<file path="src/rtl/serial_tx_if.sv">
// Handshake and line signals of the single-wire frame transmitter.
// master drives the word and VALID; slave is the transmitter.
interface serial_tx_if #(
  parameter int DATA_W = 8
);
  logic [DATA_W-1:0] data_in;
  logic              valid;
  logic              ready;
  logic              tx;
  logic              busy;
  logic              done;

  modport master (
    output data_in,
    output valid,
    input  ready,
    input  tx,
    input  busy,
    input  done
  );

  modport slave (
    input  data_in,
    input  valid,
    output ready,
    output tx,
    output busy,
    output done
  );
endinterface

</file>
<file path="src/rtl/serial_tx_frame.sv">
// Parallel-in/serial-out frame transmitter: start bit, DATA_W bits LSB first, stop bit.
// Defining SERIAL_TX_PARITY_EN inserts an even-parity bit between the data and the stop bit.
//
// state    | meaning
// ---------+--------------------------------------------------
// S_IDLE   | line high, READY=1, waiting for VALID
// S_START  | start bit (TX=0) for CLKS_PER_BIT cycles
// S_DATA   | TX=shift[0], one bit per CLKS_PER_BIT cycles
// S_PARITY | even parity of the loaded word (parity build only)
// S_STOP   | stop bit (TX=1) for CLKS_PER_BIT cycles
module serial_tx_frame #(
  parameter int DATA_W       = 8,
  parameter int CLKS_PER_BIT = 4
) (
  input logic        clk,
  input logic        rst,
  serial_tx_if.slave bus
);

  localparam int CW = (CLKS_PER_BIT > 1) ? $clog2(CLKS_PER_BIT) : 1;
  localparam int BW = (DATA_W > 1) ? $clog2(DATA_W) : 1;
  localparam logic [CW-1:0] CYC_LAST = CW'(CLKS_PER_BIT - 1);
  localparam logic [BW-1:0] BIT_LAST = BW'(DATA_W - 1);

`ifdef SERIAL_TX_PARITY_EN
  typedef enum logic [2:0] {S_IDLE, S_START, S_DATA, S_PARITY, S_STOP} state_t;
`else
  typedef enum logic [1:0] {S_IDLE, S_START, S_DATA, S_STOP} state_t;
`endif

  state_t            state_q, state_d;
  logic [CW-1:0]     cyc_q, cyc_d;
  logic [BW-1:0]     bit_q, bit_d;
  logic [DATA_W-1:0] shift_q, shift_d;
  logic              tx_q, tx_d;
  logic              done_q, done_d;
  logic              cyc_last;
  logic              bit_last;
`ifdef SERIAL_TX_PARITY_EN
  logic              par_q, par_d;
`endif

  assign cyc_last = (cyc_q == CYC_LAST);
  assign bit_last = (bit_q == BIT_LAST);

  always_ff @(posedge clk or posedge rst) begin
    if (rst) begin
      state_q <= S_IDLE;
      cyc_q   <= '0;
      bit_q   <= '0;
      shift_q <= '0;
      tx_q    <= 1'b1;
      done_q  <= 1'b0;
`ifdef SERIAL_TX_PARITY_EN
      par_q   <= 1'b0;
`endif
    end else begin
      state_q <= state_d;
      cyc_q   <= cyc_d;
      bit_q   <= bit_d;
      shift_q <= shift_d;
      tx_q    <= tx_d;
      done_q  <= done_d;
`ifdef SERIAL_TX_PARITY_EN
      par_q   <= par_d;
`endif
    end
  end

  always_comb begin
    state_d = state_q;
    cyc_d   = cyc_q;
    bit_d   = bit_q;
    shift_d = shift_q;
    done_d  = 1'b0;
`ifdef SERIAL_TX_PARITY_EN
    par_d   = par_q;
`endif
    case (state_q)
      S_IDLE: begin
        if (bus.valid) begin
          state_d = S_START;
          shift_d = bus.data_in;
          cyc_d   = '0;
          bit_d   = '0;
`ifdef SERIAL_TX_PARITY_EN
          // Parity is taken from the word as loaded; the shift register is consumed later.
          par_d   = ^bus.data_in;
`endif
        end
      end
      S_START: begin
        if (cyc_last) begin
          cyc_d   = '0;
          state_d = S_DATA;
        end else begin
          cyc_d = cyc_q + CW'(1);
        end
      end
      S_DATA: begin
        if (cyc_last) begin
          cyc_d   = '0;
          shift_d = shift_q >> 1;
          if (bit_last) begin
            bit_d   = '0;
`ifdef SERIAL_TX_PARITY_EN
            state_d = S_PARITY;
`else
            state_d = S_STOP;
`endif
          end else begin
            bit_d = bit_q + BW'(1);
          end
        end else begin
          cyc_d = cyc_q + CW'(1);
        end
      end
`ifdef SERIAL_TX_PARITY_EN
      S_PARITY: begin
        if (cyc_last) begin
          cyc_d   = '0;
          state_d = S_STOP;
        end else begin
          cyc_d = cyc_q + CW'(1);
        end
      end
`endif
      S_STOP: begin
        if (cyc_last) begin
          cyc_d   = '0;
          state_d = S_IDLE;
          done_d  = 1'b1;
        end else begin
          cyc_d = cyc_q + CW'(1);
        end
      end
      default: begin
        state_d = S_IDLE;
      end
    endcase
  end

  // TX is registered from the next state so the line never glitches between bits.
  always_comb begin
    tx_d = 1'b1;
    case (state_d)
      S_START:  tx_d = 1'b0;
      S_DATA:   tx_d = shift_d[0];
`ifdef SERIAL_TX_PARITY_EN
      S_PARITY: tx_d = par_d;
`endif
      default:  tx_d = 1'b1;
    endcase
  end

  assign bus.ready = (state_q == S_IDLE);
  assign bus.busy  = (state_q != S_IDLE);
  assign bus.tx    = tx_q;
  assign bus.done  = done_q;

endmodule
</file>
<file path="src/flat_wrapper.sv">
// flat-port wrapper written by rule: the top's interface ports become plain ports
module serial_tx_frame_flat 
#(
  parameter int DATA_W       = 8,
  parameter int CLKS_PER_BIT = 4
)
  (clk, rst, bus_data_in, bus_valid, bus_ready, bus_tx, bus_busy, bus_done);
  serial_tx_if #(.DATA_W(DATA_W)) bus_i ();
  input logic clk;
  input logic rst;
  input wire logic [$bits(bus_i.data_in)-1:0] bus_data_in;
  input wire logic [$bits(bus_i.valid)-1:0] bus_valid;
  output wire logic [$bits(bus_i.ready)-1:0] bus_ready;
  output wire logic [$bits(bus_i.tx)-1:0] bus_tx;
  output wire logic [$bits(bus_i.busy)-1:0] bus_busy;
  output wire logic [$bits(bus_i.done)-1:0] bus_done;
  assign bus_i.data_in = bus_data_in;
  assign bus_i.valid = bus_valid;
  assign bus_ready = bus_i.ready;
  assign bus_tx = bus_i.tx;
  assign bus_busy = bus_i.busy;
  assign bus_done = bus_i.done;
  serial_tx_frame #(.DATA_W(DATA_W), .CLKS_PER_BIT(CLKS_PER_BIT)) u_core (.clk(clk), .rst(rst), .bus(bus_i));
endmodule
</file>
<file path="config.mk">
export PLATFORM = sky130hd
export DESIGN_NAME = serial_tx_frame_flat
export DESIGN_NICKNAME = d
export VERILOG_FILES = /design/src/rtl/serial_tx_if.sv /design/src/rtl/serial_tx_frame.sv /design/src/flat_wrapper.sv
export SDC_FILE = /design/constraint.sdc
export NUM_CORES = 1
export LEC_CHECK = 0
export ABC_AREA = 1
export BUFFER_PORTS_ARGS = -buffer_cell sky130_fd_sc_hd__buf_2
export CORE_MARGIN = 4
export CORE_UTILIZATION = 45
export CTS_CLUSTER_SIZE = 40
export DETAILED_ROUTE_END_ITERATION = 12
export PLACE_DENSITY = 0.77
export RECOVER_POWER = 50
export SYNTH_ARGS = -nofsm -noshare
export SYNTH_HDL_FRONTEND = slang
export SYNTH_SLANG_ARGS = --single-unit
export TNS_END_PERCENT = 1
</file>
<file path="constraint.sdc">
create_clock -name clk -period 3.6 [get_ports clk]
set_input_delay 0.72 -clock clk [delete_from_list [all_inputs] [get_ports clk]]
set_output_delay 0.72 -clock clk [all_outputs]
set_load 0.02 [all_outputs]
</file>
### Word-level counts from Yosys, hierarchy flattened

Cells that the tools add are included.

* ROM bits: 0
* RAM bits: 0
* memories kept: 0
* bits in latches: 0
* register bits after elaboration: 17
* output and inout port bits: 4

* shifts and indexed selects: 0
* muxes and demuxes: 19
* equal/unequal tests: 9
* add/subtract/negate cells: 2
* reduce and logical (&&, ||, !) cells: 5
* bitwise gates (word level): 0
* $mul: 0
* $lt $le $gt $ge: 0
* divide/modulo/power cells: 0

Operators with widths (number)
* 2-to-1 mux 8 bit: 2
* one-hot mux 8 bit (2 select lines): 1
* 2-to-1 mux 2 bit: 7
* 2-to-1 mux 3 bit: 3
* == test 2 bit, second input constant: 4
* one-hot mux 2 bit (4 select lines): 1
* one-hot mux 3 bit (2 select lines): 1
* == test 2 x 1 -> 1 bit, second input constant: 2
* one-hot mux 2 bit (2 select lines): 1
* nonzero test 2 bit: 2
* adder 3 x 1 -> 3 bit, second input constant: 1
* == test 3 bit, second input constant: 1
* AND reduction 3 bit: 1
* OR reduction 3 bit: 1
* adder 2 x 1 -> 2 bit, second input constant: 1
* zero test 2 bit: 1
* 2-to-1 mux 1 bit: 2
* != test 2 x 1 -> 1 bit, second input constant: 1
* != test 2 bit, second input constant: 1
* one-hot mux 1 bit (2 select lines): 1

### Logic depth before layout (Yosys ltp)

Gate-level depths: netlist (run 1).

* depth in word-level cells: 6
* gate-level depth with buffers: 9
* mapped depth without buffers: 8

### Least setup slack after synthesis (run 1)

OpenSTA, ideal clock, no wires.

* path type: reg2out
* start: reg u_core.state_q[1]
* end: out bus_busy
* data required time: 2880 ps
* stages on the path, launching flop included: 3
* slack: 2007 ps
* arrival time: 873 ps
* path buffers: 0
* cell sequence: dfrtp_1 -> nor2_4 -> inv_1

* longest elaborated chain between the ends: 1

RTL lines
* start: declaration: RTL line serial_tx_frame.sv:31 `state_t state_q, state_d;`
* start signal: assignment: RTL line serial_tx_frame.sv:58 `state_q <= state_d;`
* nonzero test 2 bit: RTL line serial_tx_frame.sv:157 `assign bus.busy = (state_q != S_IDLE);`
* end: declaration: RTL line flat_wrapper.sv:15 `output wire logic [$bits(bus_i.busy)-1:0] bus_busy;`

No other way between the ends.

### Worst setup path after layout (run 1)

* start: reg u_core.state_q[0]
* end: out bus_busy

The elaborated chain is that of the path after synthesis.

==> flow_summary.toml, run 1 <==
[clock_tree]
clock_path_buffers = 2
cts_resized = 0
htreeDepth = 1
cts_root_buf = "clkbuf_4"
cts_inserted_buffers = 3
clk_latency_ns = 0.28
ctsHoldBuffers = 0
clock_sinks = 17
cts_tree = "built"
post_cts_buffers = 0
clkTransAtPathRegs_ns = 0.09

[yosys]
synth-edff-count = 0
synth.area.top_cells = "dfrtp_1 (48%), nand2_1 (18%), nand3_1 (8.4%), ha_1 (4.5%), inv_1 (4.5%)"
synth_mux_area_share_pct = 0
synth_adder_area_share_pct = 4.51
syn_nets = 116
synth_top_family_by_area = "simple AND/OR/NAND/NOR gates"
synth_top_area_share_pct = 48.1
ys_async_sr_fraction_pct = 100
synth_compound_area_share_pct = 2.71
syn_area_um2 = 832
synthSimpleGateAreaFrac_pct = 35.2
synthXorXnorAreaFrac_pct = 0
syn_inst = 102
avgSynthCellArea_um2 = 8.16
synth_area_leader_cell = "dfrtp_1"
yosysSeqAreaShare_pct = 51.3
synth_flop_cell = "dfrtp_1"
yosys_register_bits = 17
synth_warnings = 0
synth.distinct_cells = 19

[setup_path]
crit_chain = "nor2_1 > inv_1 > buf_2"
reg2reg_to = "u_core.shift_q[5]"
slowest_delay_ns = 0.45
startpoint_type = "flop"
critical_path_required_ns = 2.88
r2r_start = "u_core.state_q[0]"
ff2ff_setup_slack_ns = 2.14
cp.arrival_ns = 1.47
worstSetupEndpointType = "output pin"
ff2ff_path_depth = 6
cp_max_fo = 8
path_class = "reg2out"
cp_slowest_cell = "dfrtp_1"

[power]
power_density_nw_per_um2 = 766
finalPower_uw = 725
p_leak_nw = 0.547
ir_worst_vdd_uv = 351

[global_routing]
use_met3_pct = 2.62
grt_pass1_vias = 698
grt_max_degree = 18
globalRouteOverflowTotal = 0
grt_first_pass_wirelength_mm = 2.70
met2_usage_pct = 25.1
grt-busiest-layer = "met2"
track_usage_pct = 13.9
antenna_found_initial = 0
grtUsageMet1_pct = 14.8

[detailed_routing]
drc = 0
drtIter0Drc = 7
first_pass_iters = 4
vias = 699
viasPerCell = 4.85
wirelength_mm = 1.48
postRouteAntennaNets = 0
drt-wirelength-per-cell_um = 10.3

[timing]
relSlewSlack_pct = 59.3
report.final.hold_viol_count = 0
finalClockSkew_ns = 0.00289
finalSetupTns_ns = 0
final_max_slew_viol_count = 0
rsz0062_at_grt = "false"
layout_min_cycle_time_ns = 2.19
max_freq_ghz = 0.456
tightest_slew_ns = 0.610
timing.final.crit_share_pct = 60.9
setup_viol = 0

[finish]
finish.instance_area_um2 = 947
multi_input_area_um2 = 345
drive_gt1_share_pct = 21.0
regArea_um2 = 427
nFillCells = 177
area_growth_pct = 13.8
num_antenna_cells = 0
final_net_count = 134
layout.cells.non_filler = 144

[floorplanning]
fp.dieW_um = 51
num_rows = 15
core_um2 = 1750
ioPinCount = 15
start_util_pct = 47.7
die_y_um = 51
die_area_um2 = 2600

[placement]
portBuffers = 14
place_area_um2 = 928
place.gp.congestion = 0.801
dp.cells = 140
dpl.hpwl_mm = 1.19

[run_status]
status = "finished clean"

[run]
cap_viol_max_count = 0

[min_path]
hold_class = "in2async"
## worst max-delay path, delay by kind of cell (launching register included)
family | cells | cell delay, ns
buffers and inverters | 2 | 0.29
flip-flops | 1 | 0.45
AND/OR/NAND/NOR | 1 | 0.45
## stage by stage
step / utilization (%) / setup slack, ns / hold WS [ns]
5_1_grt: 54.3 / 1.28 / 0.524
3_3_place_gp: 53.2 / 2.01 / 0.465
6_report: 54.3 / 1.41 / 0.489
2_1_floorplan: - / 2.01 / 0.442
3_5_place_dp: 53.2 / 1.98 / 0.470
4_1_cts: 54.7 / 1.66 / 0.492
## logic make-up after synthesis
| logic type | after synthesis |
|---|---|
| and+or+nand+nor | 65 |
| DFF | 17 |
| buffers and inverters | 13 |
| AOI/OAI and AO/OA | 4 |
| adders and majority gates | 3 |
## state kept, by name, summed over array words and instances (netlist names)
register	flops
u_core.bit_q	3
u_core.bus.done	1
u_core.state_q	2
u_core.shift_q	8
u_core.cyc_q	2
u_core.bus.tx	1
## final cells by class
| class | instances | area share, % |
|---|---|---|
| repair buffers | 14 | 7.40 |
| multi-input cells | 72 | 36.5 |
| well taps | 25 | 3.30 |
| inverters | 12 | 5.02 |
| flip-flops and latches | 17 | 45.0 |
| clock buffers | 4 | 2.77 |
## worst max path at each step
stage / cells after the start / endpoint / startpoint / slack, ns
floorplan: 2 / bus_busy / u_core.state_q[1] / 2.01
global placement: 3 / bus_busy / u_core.state_q[0] / 2.01
detailed placement: 3 / bus_busy / u_core.state_q[0] / 1.98
CTS: 3 / bus_busy / u_core.state_q[0] / 1.66
global route: 3 / bus_busy / u_core.state_q[0] / 1.28
finish: 3 / bus_busy / u_core.state_q[0] / 1.41
## per-layer routing
layer  up-vias  routed length (um)
met1       323                 638
met5         -                   0
met3         4                  79
met4         0                  34
li1        355                   -
met2        17                 732
## cell usage after synthesis, types with 2 or more instances
cell type / count
dfrtp_1: 16
ha_1: 3
o21ai_0: 2
nand2_2: 2
nor2_1: 3
nand2_1: 41
inv_1: 10
nand3_1: 14
## cell usage in the layout, fill, tap and decap left out
| cell | n |
|---|---|
| o21ai_0 | 2 |
| a21oi_1 | 1 |
| buf_2 | 14 |
| nand2_2 | 2 |
| nand3_1 | 14 |
| nand3_2 | 1 |
| ha_1 | 3 |
| nor2_1 | 4 |
| inv_2 | 1 |
| inv_4 | 1 |
| nor2_2 | 1 |
| clkbuf_4 | 3 |
| dfstp_2 | 1 |
| dfrtp_1 | 16 |
| nand4_1 | 1 |
| o31ai_1 | 1 |
| inv_1 | 10 |
| clkbuf_1 | 1 |
| nand2_1 | 41 |
| nand2_4 | 1 |
## where the power goes
part | switching, mW | internal, mW | leakage [nW]
clock network | 0.0552 | 0.0430 | 0.0150
logic | 0.201 | 0.105 | 0.319
registers | 0.0488 | 0.272 | 0.214
Note: power is estimated with default switching activity, not from simulation.
==> run 2, diff against run 1 <==
Settings changed: PLACE_DENSITY 0.77 to 0.79.
Clock period 3.6 ns to 1.85 ns, I/O delays scaled along.
==> run 2 against run 1 <==
Clock power is 98% higher. First-iteration DRC count is 110% higher. Worst setup slack worse by 1.1 ns. Sequential power is 99% higher. Critical path depth stayed put. Cell count stayed put. Count of clock-buffer cells in the layout stayed put. Die area stayed put. Core utilization is 0.43 points higher. Sequential cell count stayed put. Register-to-register slack worse by 1.6 ns.
==> flow_summary.toml, run 2 (same netlist as run 1, synthesis figures left out) <==
[clock_tree]
post_cts_buffers = 0
cts_root_buf = "clkbuf_4"
clock_sinks = 17
clk_latency_ns = 0.28
clock_path_buffers = 2
cts_resized = 0
htreeDepth = 1
ctsHoldBuffers = 0
clkTransAtPathRegs_ns = 0.09
cts_inserted_buffers = 3
cts_tree = "built"

[setup_path]
critical_path_required_ns = 1.48
cp_max_fo = 8
ff2ff_setup_slack_ns = 0.56
cp_slowest_cell = "dfrtp_1"
reg2reg_to = "u_core.bus.tx"
worstSetupEndpointType = "output pin"
cp.arrival_ns = 1.22
crit_chain = "nor2_4 > inv_1 > buf_2"
startpoint_type = "flop"
slowest_delay_ns = 0.48
r2r_start = "u_core.cyc_q[0]"
path_class = "reg2out"
ff2ff_path_depth = 7

[timing]
tightest_slew_ns = 0.635
finalSetupTns_ns = 0
report.final.hold_viol_count = 0
max_freq_ghz = 0.630
finalClockSkew_ns = 0.00199
setup_viol = 0
relSlewSlack_pct = 57.7
final_max_slew_viol_count = 0
rsz0062_at_grt = "false"
timing.final.crit_share_pct = 85.8
layout_min_cycle_time_ns = 1.59

[placement]
portBuffers = 14
place.gp.congestion = 0.805
dpl.hpwl_mm = 1.15

[finish]
drive_gt1_share_pct = 21.8
largest_reg_flops = 8
largestRegisters = "u_core.shift_q: 8 flops, u_core.bit_q: 3 flops"
final_common_cell = "nand2_1"
area_growth_pct = 14.7
final_cell_mix = "nand2_1 (41), dfrtp_1 (16), nand3_1 (14), buf_2 (14), inv_1 (10)"
regMostFlops = "u_core.shift_q"
num_antenna_cells = 0
final_net_count = 134

[floorplanning]
ioPinCount = 15
die_area_um2 = 2600
start_util_pct = 47.7
fp.dieW_um = 51
core_um2 = 1750
num_rows = 15
die_y_um = 51

[detailed_routing]
postRouteAntennaNets = 0
drtIter0Drc = 15
drt-wirelength-per-cell_um = 10.4
vias = 688
wirelength_mm = 1.50
drc = 0
viasPerCell = 4.78
first_pass_iters = 4

[power]
power_density_nw_per_um2 = 1490
ir_worst_vdd_uv = 575
p_leak_nw = 0.548
finalPower_mw = 1.43

[global_routing]
grt_first_pass_wirelength_mm = 2.57
grt-busiest-layer = "met2"
grtUsageMet1_pct = 14.7
grt_max_degree = 18
met2_usage_pct = 22.7
use_met3_pct = 3.50
globalRouteOverflowTotal = 0
grt_pass1_vias = 656
track_usage_pct = 13.1
antenna_found_initial = 0

[run_status]
status = "finished clean"

[run]
cap_viol_max_count = 0

[min_path]
hold_class = "in2async"
run 2: cell counts in the layout (fill, tap and decap cells not counted):
Identical to the previous run, type by type.
run 2: final cells by class:
cell class                      count  area [um^2]
Timing Repair Buffer               14         70.1
Multi-Input combinational cell     72          353
Sequential cell                    17          427
Clock buffer                        4         26.3
Tap cell                           25         31.3
Inverter                           12         47.5
Fill cell                         179          791
run 2: power by group:
part	internal, mW	leakage [nW]	switching [mW]
clock network	0.0838	0.0150	0.110
registers	0.529	0.214	0.109
logic	0.210	0.319	0.385
total	0.823	0.548	0.604
run 2: worst max-delay path, delay by kind of cell (launching register included):
family                 cells  cell delay (ns)
DFF                        1             0.48
buffers and inverters      2             0.24
and+or+nand+nor            1             0.22
run 2: routing by layer:
layer  part of all wire [%]  wire [um]
met1                     44        666
met2                     49        732
met3                    5.1         76
met4                    1.5         23
met5                      0          0
run 2: worst max-delay path by stage:
| stage | slack [ns] | startpoint | to | depth (start not counted) |
|---|---|---|---|---|
| after floorplan | 0.61 | u_core.state_q[1] | bus_busy | 2 |
| after global placement | 0.59 | u_core.state_q[1] | bus_busy | 3 |
| after detailed placement | 0.56 | u_core.bit_q[0] | u_core.bus.tx | 7 |
| after CTS | 0.24 | u_core.state_q[0] | bus_busy | 3 |
| after global routing | 0.16 | u_core.state_q[0] | bus_busy | 3 |
| final | 0.26 | u_core.state_q[0] | bus_busy | 3 |
run 2: metrics by stage:
step	hold slack (ns)	utilization, %	cells	setup WS [ns]	cell area [um^2]
after detailed placement	0.473	53.2	140	0.560	928
final	0.147	54.7	144	0.263	955
after global placement	0.463	53.2	140	0.590	928
after floorplan	0.295	-	102	0.607	832
after global routing	0.192	54.7	144	0.164	955
after CTS	0.167	54.7	144	0.245	955
==> run 3, diff against run 2 <==
Settings changed: CORE_MARGIN 4 to 5, CORE_UTILIZATION 45 to 47, PLACE_DENSITY 0.79 to 0.82.
==> run 3 against run 2 <==
Sequential share of layout area unchanged. Sequential cell count is the same. Core utilization rose by 1.2 points. Combinational power about the same.
==> flow_summary.toml, run 3 (same netlist as run 1, synthesis figures left out) <==
[timing]
max_freq_ghz = 0.636
timing.final.crit_share_pct = 85.0
relSlewSlack_pct = 57.9
rsz0062_at_grt = "false"
final_max_slew_viol_count = 0
finalSetupTns_ns = 0
layout_min_cycle_time_ns = 1.57
tightest_slew_ns = 0.631
report.final.hold_viol_count = 0
finalClockSkew_ns = 0.00596
setup_viol = 0
timing.final.ws_setup_ns = 0.277

[clock_tree]
cts_resized = 0
post_cts_buffers = 0
cts_root_buf = "clkbuf_4"
clock_sinks = 17
ctsHoldBuffers = 0
clkTransAtPathRegs_ns = 0.09
cts_inserted_buffers = 3
clock_path_buffers = 2
cts_tree = "built"
htreeDepth = 1
clk_latency_ns = 0.28

[power]
finalPower_mw = 1.42
ir_worst_vdd_uv = 580
p_leak_nw = 0.548
power_density_nw_per_um2 = 1490

[placement]
place.gp.congestion = 0.796
place_worst_setup_slack_ns = 0.561
place_area_um2 = 928
dpl.hpwl_mm = 1.16
portBuffers = 14

[setup_path]
critical_path_required_ns = 1.48
worstSetupEndpointType = "output pin"
cp_max_fo = 8
startpoint_type = "flop"
cp.arrival_ns = 1.20
path_class = "reg2out"

[finish]
area_growth_pct = 14.7
fin_util_pct = 55.9
final_cell_mix = "nand2_1 (41), dfrtp_1 (16), nand3_1 (14), buf_2 (14), inv_1 (10)"
regMostFlops = "u_core.shift_q"
final_net_count = 134
num_antenna_cells = 0
final_common_cell = "nand2_1"
largestRegisters = "u_core.shift_q: 8 flops, u_core.bit_q: 3 flops"
nFillCells = 165
finish.instance_area_um2 = 955
largest_reg_flops = 8
drive_gt1_share_pct = 21.8

[detailed_routing]
wirelength_mm = 1.44
first_pass_iters = 4
postRouteAntennaNets = 0
vias = 689
drt-wirelength-per-cell_um = 9.97
drc = 0
drtIter0Drc = 10
viasPerCell = 4.78

[run_status]
status = "finished clean"

[global_routing]
grt_first_pass_wirelength_mm = 2.75
track_usage_pct = 13.5
grt_max_degree = 18
antenna_found_initial = 0
globalRouteOverflowTotal = 0
grt_pass1_vias = 694

[floorplanning]
start_util_pct = 48.7
die_y_um = 52.1
num_rows = 15
fp.dieW_um = 52.1
die_area_um2 = 2710
core_um2 = 1710
ioPinCount = 15

[run]
cap_viol_max_count = 0

[min_path]
hold_class = "in2async"
## run 3: cell counts in the layout (fill, tap and decap cells not counted)
Identical to the previous run, type by type.
## run 3: power breakdown
| part | internal (mW) | leakage, nW | switching (mW) |
|---|---|---|---|
| combinational | 0.210 | 0.319 | 0.384 |
| sequential | 0.529 | 0.214 | 0.108 |
| clock | 0.0837 | 0.0150 | 0.107 |
## run 3: cell type report
type | instances | area, um^2 | area share, %
Sequential cell | 17 | 427 | 44.7
Multi-Input combinational cell | 72 | 353 | 37.0
Timing Repair Buffer | 14 | 70.1 | 7.34
Inverter | 12 | 47.5 | 4.98
Tap cell | 25 | 31.3 | 3.28
Clock buffer | 4 | 26.3 | 2.75
## run 3: worst max-delay path, stage by stage, from the launching register on
cell,delay [ns]
dfrtp_1,0.45
nor2_4,0.23
inv_1,0.07
buf_2,0.16
## run 3: stage by stage
step	std cells	hold slack [ns]
after global placement	140	0.461
final	144	0.150
after CTS	144	0.172
after detailed placement	140	0.463
after global routing	144	0.205
after floorplan	102	0.295
## run 3: path summary, 6_finish.rpt
path / to / cells after the start / slack (ns) / start
worst min-delay path: u_core.state_q[1] / 2 / 0.15 / rst
max in group asynchronous: u_core.shift_q[1] / 2 / 1.29 / rst
worst max register to register: u_core.bus.tx / 7 / 0.53 / u_core.bit_q[0]
worst max-delay path: bus_busy / 3 / 0.28 / u_core.state_q[1]
worst min register to register: u_core.shift_q[7] / 2 / 0.49 / u_core.shift_q[7]
min in group clk: u_core.shift_q[7] / 3 / 0.28 / bus_data_in[7]
## run 3: routing by layer
layer,global-route usage (%),wire length (um),up-vias
met1,17.1,623,310
met4,3.93,8,0
met3,2.58,111,2
li1,-,-,355
met2,23.2,692,22
met5,0,0,-
